===== src/rtl/stk_pkg.sv =====
// Shared types and constants for the stack line-store bank and its scan checker.
package stk_pkg;

   localparam int C_BANK_LINES_N   = 300;
   localparam int C_LINE_ID_W      = $clog2(C_BANK_LINES_N);
   localparam int C_LINE_W         = 128;
   localparam int C_SCAN_ERR_CNT_W = 8;

   typedef logic [C_LINE_ID_W-1:0] line_id_t;

   // One-hot scan sequencer states.
   typedef enum logic [3:0] {
      S_IDLE  = 4'b0001,
      S_ISSUE = 4'b0010,
      S_DRAIN = 4'b0100,
      S_DONE  = 4'b1000
   } scan_state_e;

endpackage


===== src/rtl/stk_pipe_al_scan_rsp.sv =====
// Response tracker for the scan checker: delays read-valid and read-address by RD_LAT
// cycles so the head lines up with the bank's returned data. Flush drops everything in flight.
module stk_pipe_al_scan_rsp
   import stk_pkg::*;
#(
   parameter int RD_LAT = 1
) (
   input  logic     clk,
   input  logic     arst_n,
   input  logic     flush_i,
   input  logic     vld_i,
   input  line_id_t addr_i,
   output logic     head_vld_o,
   output line_id_t head_addr_o,
   output logic     pend_o
);

   logic [RD_LAT-1:0] vld_q;
   logic [RD_LAT-1:0] vld_d;
   line_id_t          addr_q [RD_LAT];
   line_id_t          addr_d [RD_LAT];

   for (genvar gi = 0; gi < RD_LAT; gi++) begin : g_stage
      if (gi == 0) begin : g_entry
         assign vld_d[gi]  = vld_i & ~flush_i;
         assign addr_d[gi] = addr_i;
      end else begin : g_chain
         assign vld_d[gi]  = vld_q[gi-1] & ~flush_i;
         assign addr_d[gi] = addr_q[gi-1];
      end
   end

   always_ff @(posedge clk or negedge arst_n) begin
      if (!arst_n) begin
         vld_q <= '0;
         for (int i = 0; i < RD_LAT; i++) begin
            addr_q[i] <= '0;
         end
      end else begin
         vld_q  <= vld_d;
         addr_q <= addr_d;
      end
   end

   assign head_vld_o  = vld_q[RD_LAT-1];
   assign head_addr_o = addr_q[RD_LAT-1];

   // Reads still in flight behind the head; the sweep is finished once this and the head clear.
   if (RD_LAT > 1) begin : g_pend
      assign pend_o = |vld_q[RD_LAT-2:0];
   end else begin : g_no_pend
      assign pend_o = 1'b0;
   end

endmodule


===== src/rtl/stk_pipe_al_scan.sv =====
// Read-side sweep checker for the stack line-store bank: reads every line once, compares it
// against EXP_DATA and reports pass/fail, a saturating error count and the first failing line.
module stk_pipe_al_scan
   import stk_pkg::*;
#(
   parameter int                  LINES_N   = C_BANK_LINES_N,
   parameter int                  RD_LAT    = 1,
   parameter logic [C_LINE_W-1:0] EXP_DATA  = '0,
   parameter int                  ERR_CNT_W = C_SCAN_ERR_CNT_W
) (
   input  logic                 clk,
   input  logic                 arst_n,
   input  logic                 i_start,
   output logic                 o_rd_en_r,
   output line_id_t             o_rd_addr_r,
   input  logic [C_LINE_W-1:0]  i_rd_data,
   output logic                 o_busy_r,
   output logic                 o_done_r,
   output logic                 o_pass_r,
   output logic [ERR_CNT_W-1:0] o_err_cnt_r,
   output line_id_t             o_err_addr_r
);

   localparam line_id_t               LAST_ADDR = line_id_t'(LINES_N - 1);
   localparam line_id_t               ADDR_ONE  = line_id_t'(1);
   localparam logic [ERR_CNT_W-1:0]   CNT_ONE   = ERR_CNT_W'(1);
   localparam logic [ERR_CNT_W-1:0]   CNT_MAX   = '1;

   scan_state_e            state_q, state_d;
   line_id_t               addr_q, addr_d;
   logic                   rd_en_q, rd_en_d;
   logic                   busy_q, busy_d;
   logic                   done_q, done_d;
   logic                   pass_q, pass_d;
   logic [ERR_CNT_W-1:0]   err_cnt_q, err_cnt_d;
   line_id_t               err_addr_q, err_addr_d;

   logic                   flush;
   logic                   rsp_vld;
   line_id_t               rsp_addr;
   logic                   rsp_pend;
   logic                   mismatch;

   stk_pipe_al_scan_rsp #(
      .RD_LAT (RD_LAT)
   ) u_rsp (
      .clk         (clk),
      .arst_n      (arst_n),
      .flush_i     (flush),
      .vld_i       (rd_en_q),
      .addr_i      (addr_q),
      .head_vld_o  (rsp_vld),
      .head_addr_o (rsp_addr),
      .pend_o      (rsp_pend)
   );

   assign mismatch = rsp_vld && (state_q == S_ISSUE || state_q == S_DRAIN) &&
                     (i_rd_data != EXP_DATA);

   always_comb begin
      state_d    = state_q;
      addr_d     = addr_q;
      rd_en_d    = 1'b0;
      err_cnt_d  = err_cnt_q;
      err_addr_d = err_addr_q;
      flush      = 1'b0;

      if (mismatch) begin
         if (err_cnt_q != CNT_MAX) begin
            err_cnt_d = err_cnt_q + CNT_ONE;
         end
         if (err_cnt_q == '0) begin
            err_addr_d = rsp_addr;
         end
      end

      unique case (state_q)
         S_IDLE: begin
         end
         S_ISSUE: begin
            if (addr_q == LAST_ADDR) begin
               state_d = S_DRAIN;
            end else begin
               addr_d  = addr_q + ADDR_ONE;
               rd_en_d = 1'b1;
            end
         end
         S_DRAIN: begin
            // The head compare happening this cycle is the last one once nothing trails it.
            if (!rsp_pend && !rd_en_q) begin
               state_d = S_DONE;
            end
         end
         S_DONE: begin
         end
         default: begin
            state_d = S_IDLE;
         end
      endcase

      // A start pulse always wins, including over the final compare of a sweep.
      if (i_start) begin
         state_d    = S_ISSUE;
         addr_d     = '0;
         rd_en_d    = 1'b1;
         err_cnt_d  = '0;
         err_addr_d = '0;
         flush      = 1'b1;
      end

      busy_d = (state_d == S_ISSUE) || (state_d == S_DRAIN);
      done_d = (state_d == S_DONE);
      pass_d = done_d && (err_cnt_d == '0);
   end

   always_ff @(posedge clk or negedge arst_n) begin
      if (!arst_n) begin
         state_q    <= S_IDLE;
         addr_q     <= '0;
         rd_en_q    <= 1'b0;
         busy_q     <= 1'b0;
         done_q     <= 1'b0;
         pass_q     <= 1'b0;
         err_cnt_q  <= '0;
         err_addr_q <= '0;
      end else begin
         state_q    <= state_d;
         addr_q     <= addr_d;
         rd_en_q    <= rd_en_d;
         busy_q     <= busy_d;
         done_q     <= done_d;
         pass_q     <= pass_d;
         err_cnt_q  <= err_cnt_d;
         err_addr_q <= err_addr_d;
      end
   end

   assign o_rd_en_r    = rd_en_q;
   assign o_rd_addr_r  = addr_q;
   assign o_busy_r     = busy_q;
   assign o_done_r     = done_q;
   assign o_pass_r     = pass_q;
   assign o_err_cnt_r  = err_cnt_q;
   assign o_err_addr_r = err_addr_q;

endmodule


===== config.mk =====
export PLATFORM = sky130hd
export DESIGN_NAME = stk_pipe_al_scan
export DESIGN_NICKNAME = d
export VERILOG_FILES = /design/src/rtl/stk_pkg.sv /design/src/rtl/stk_pipe_al_scan_rsp.sv /design/src/rtl/stk_pipe_al_scan.sv
export SDC_FILE = /design/constraint.sdc
export NUM_CORES = 1
export LEC_CHECK = 0
export ABC_AREA = 0
export CAP_MARGIN = 20
export CORE_UTILIZATION = 37
export DETAILED_ROUTE_END_ITERATION = 7
export PLACE_DENSITY = 0.94
export REMOVE_ABC_BUFFERS = 1
export SYNTH_ARGS = -nofsm -noshare
export SYNTH_HDL_FRONTEND = slang
export SYNTH_SLANG_ARGS = --single-unit

===== constraint.sdc =====
create_clock -name clk -period 3.6 [get_ports clk]
set_input_delay 0.36 -clock clk [delete_from_list [all_inputs] [get_ports clk]]
set_output_delay 0.36 -clock clk [all_outputs]
set_load 0.05 [all_outputs]

==> results.py <==
metrics = {
    "timing": {
        "clock.fmax_mhz": 340,
        "slew_headroom_pct": 39.1,
        "hold_viol": 0,
        "rsz0062_at_grt": "no",
        "drv_slew": 0,
        "fin_crit_ns": 2.94,
        "finalCritPeriodShare_pct": 81.8,
        "fin_worst_skew_ns": 0.00873,
        "setup-tns-final_ns": 0,
        "tightest_slew_ns": 0.914,
        "setup_viol": 0,
    },
    "drt": {
        "drt_iter0_drc": 162,
        "via_count": 2494,
        "first_pass_iters": 4,
        "antenna_left": 0,
        "via_per_inst": 5.47,
        "wire_per_inst_um": 18.0,
        "drt_wl_total_um": 8220,
        "drc": 0,
    },
    "floorplanning": {
        "die_w_um": 79.7,
        "core_sq_mm": 0.00568,
        "die_area_sq_mm": 0.00635,
        "ios": 161,
        "initial_core_util_pct": 39.4,
        "rows": 27,
        "die_h_um": 79.7,
    },
    "clock_tree": {
        "hold_buffers": 0,
        "cts.sinks": 44,
        "clk_pin_slew_ns": 0.08,
        "postCtsSetupBuffers": 0,
        "cts_max_path_buffers": 2,
        "cts_buffers": 5,
        "ctsHtreeMaxLevel": 2,
        "cts_resized": 0,
        "ctsRootBufferMaster": "clkbuf_8",
        "cts_tree": "done",
        "clk_latency_ns": 0.29,
    },
    "layout": {
        "n_antenna_cell": 0,
        "area_delta_synth_final_pct": 78.9,
        "n_fill_cell": 421,
        "stdcell_count": 456,
        "drive_above_1_share_pct": 5.21,
        "finalNetCount": 517,
    },
    "critical_path": {
        "crit_fanout": 9,
        "worstSetupEndpointType": "flip-flop",
        "r2r_cells": 6,
        "worstPathArrival_ns": 3.11,
        "critical_path_class": "input port to flip-flop",
        "start_kind": "input port",
        "cp.required_ns": 3.77,
    },
    "worst_hold_path": {
        "hold_class": "input port to asynchronous set/reset pin",
    },
    "synth": {
        "syn_area_per_cell_sq_um": 10.2,
        "synth_area_leaders": "dfrtp_1 48%, nor4_1 10%, mux2i_1 4.9%",
        "synth_seq_area_share_pct": 49.3,
        "synth-seq-cells": 44,
        "synth_top_area_cell": "dfrtp_1",
        "async_reset_ff_share_pct": 100,
        "synth_area_sq_mm": 0.00223,
        "syn_inst": 220,
        "yosysWarnings": 0,
        "ys_types": 42,
        "synth_most_common_cell": "dfrtp_1",
        "synth_common_cells": "43 x dfrtp_1, 37 x nor4_1, 28 x nor2_1",
        "synth_edf_count": 0,
        "ys.flop_type": "dfrtp_1",
        "yosysTopAreaCellShare_pct": 48.2,
    },
    "power_and_ir_drop": {
        "ir_worst_vdd_mv": 0.283,
        "p_leak_uw": 0.00159,
        "p_per_area_mw_per_mm2": 295,
    },
    "place": {
        "dp_hpwl_um": 6610,
        "gp_congestion": 0.933,
        "place_inst": 447,
        "numPortBuffers": 160,
    },
    "global_routing": {
        "track_usage_pct": 26.7,
        "grt_pass1_wl_um": 12700,
        "overflow": 0,
        "grt_start_max_net_pins": 45,
        "grt_pass1_vias": 2539,
        "antenna_found_initial": 0,
    },
    "run_status": {
        "status": "finished, final reports clean",
    },
    "job": {
        "max_cap_viol_count": 0,
    },
}
==> where the power goes <==
part           total [uW]  internal (uW)  switching, uW  leakage [uW]
registers             542            518           24.4      0.000590
logic                 326            185            141      0.000957
clock network         311            157            155     0.0000455
total                1180            859            321       0.00159
==> logic make-up (layout without fill, tap and decap cells) <==
| family | after synthesis | count (layout) | share of synthesized area [%] |
|---|---|---|---|
| mux | 12 | 12 | 5.43 |
| fa+ha+maj | 3 | 3 | 1.68 |
| flops | 44 | 44 | 49.3 |
| xor+xnor | 12 | 12 | 4.70 |
| buf+inv | 12 | 176 | 2.13 |
| simple gates | 117 | 117 | 30.5 |
| compound gates | 20 | 20 | 6.22 |
==> metal layers <==
metal / up-vias / global-route usage [%] / part of all wire, %
met5: - / 0 / 0
met4: 0 / 7.09 / 2.2
met3: 23 / 7.77 / 8.1
met2: 125 / 44.1 / 47
met1: 1188 / 34.1 / 42
li1: 1158 / - / -
==> worst max-delay path: stages <==
cell	delay [ns]
clkdlybuf4s50_1	0.42
nor4_1	0.42
nand4_1	0.20
nor4_1	0.46
a21boi_1	0.32
nand4_1	0.57
mux2i_1	0.30
nor2_1	0.06
==> final timing paths <==
path                                     start                   end  slack, ns
min in group clk                o_rd_addr_r[1]  u_rsp.head_addr_o[1]       0.47
worst min register to register  o_rd_addr_r[1]  u_rsp.head_addr_o[1]       0.47
worst max register to register      state_q[1]       o_err_addr_r[1]       0.78
worst min-delay path                    arst_n        o_err_cnt_r[5]       0.20
max in group asynchronous               arst_n  u_rsp.head_addr_o[0]       2.83
worst max-delay path             i_rd_data[83]       o_err_addr_r[1]       0.66
==> layout by cell type (no fill, tap or decap), drive strengths merged, types with 3 or more instances in the layout <==
cell type,count
nor4,39
dfrtp,43
ha,3
xnor2,4
buf,3
a21oi,5
clkdlybuf4s50,159
nand4,10
or2,4
nor3,3
mux2i,11
inv,6
or4,3
xor2,8
nand2,7
and4,4
nor2,28
clkbuf,8
o21ai,6
nand3,8
==> final cells by class <==
class | count | area, sq um | area share [%]
tap | 72 | 90.1 | 2.25
multi-input combinational | 164 | 1080 | 27.1
sequential | 44 | 1100 | 27.6
clock buffer | 8 | 90.1 | 2.25
timing repair buffer | 162 | 1610 | 40.2
inverter | 6 | 22.5 | 0.563
==> sequential cells by signal, summed over array words and instances (netlist names) <==
name	cells
o_busy_r	1
o_rd_en_r	1
o_done_r	1
u_rsp.head_vld_o	1
state_q	4
o_err_cnt_r	8
u_rsp.head_addr_o	9
o_rd_addr_r	9
o_pass_r	1
o_err_addr_r	9
==> stage by stage <==
step                      instance area (sq um)  power (uW)  utilization (%)  hold slack (ns)  setup slack, ns
after detailed placement                   3900         873             68.8            0.451            0.412
after global routing                       4000        1230             70.5            0.277            0.440
after CTS                                  3990        1180             70.4            0.234            0.728
after floorplan                            2210         661                -           0.0644             1.12
after global placement                     3900         862             68.8            0.443            0.547
final                                      4000        1180             70.5            0.196            0.657
Power figures use the tool's default switching activity.
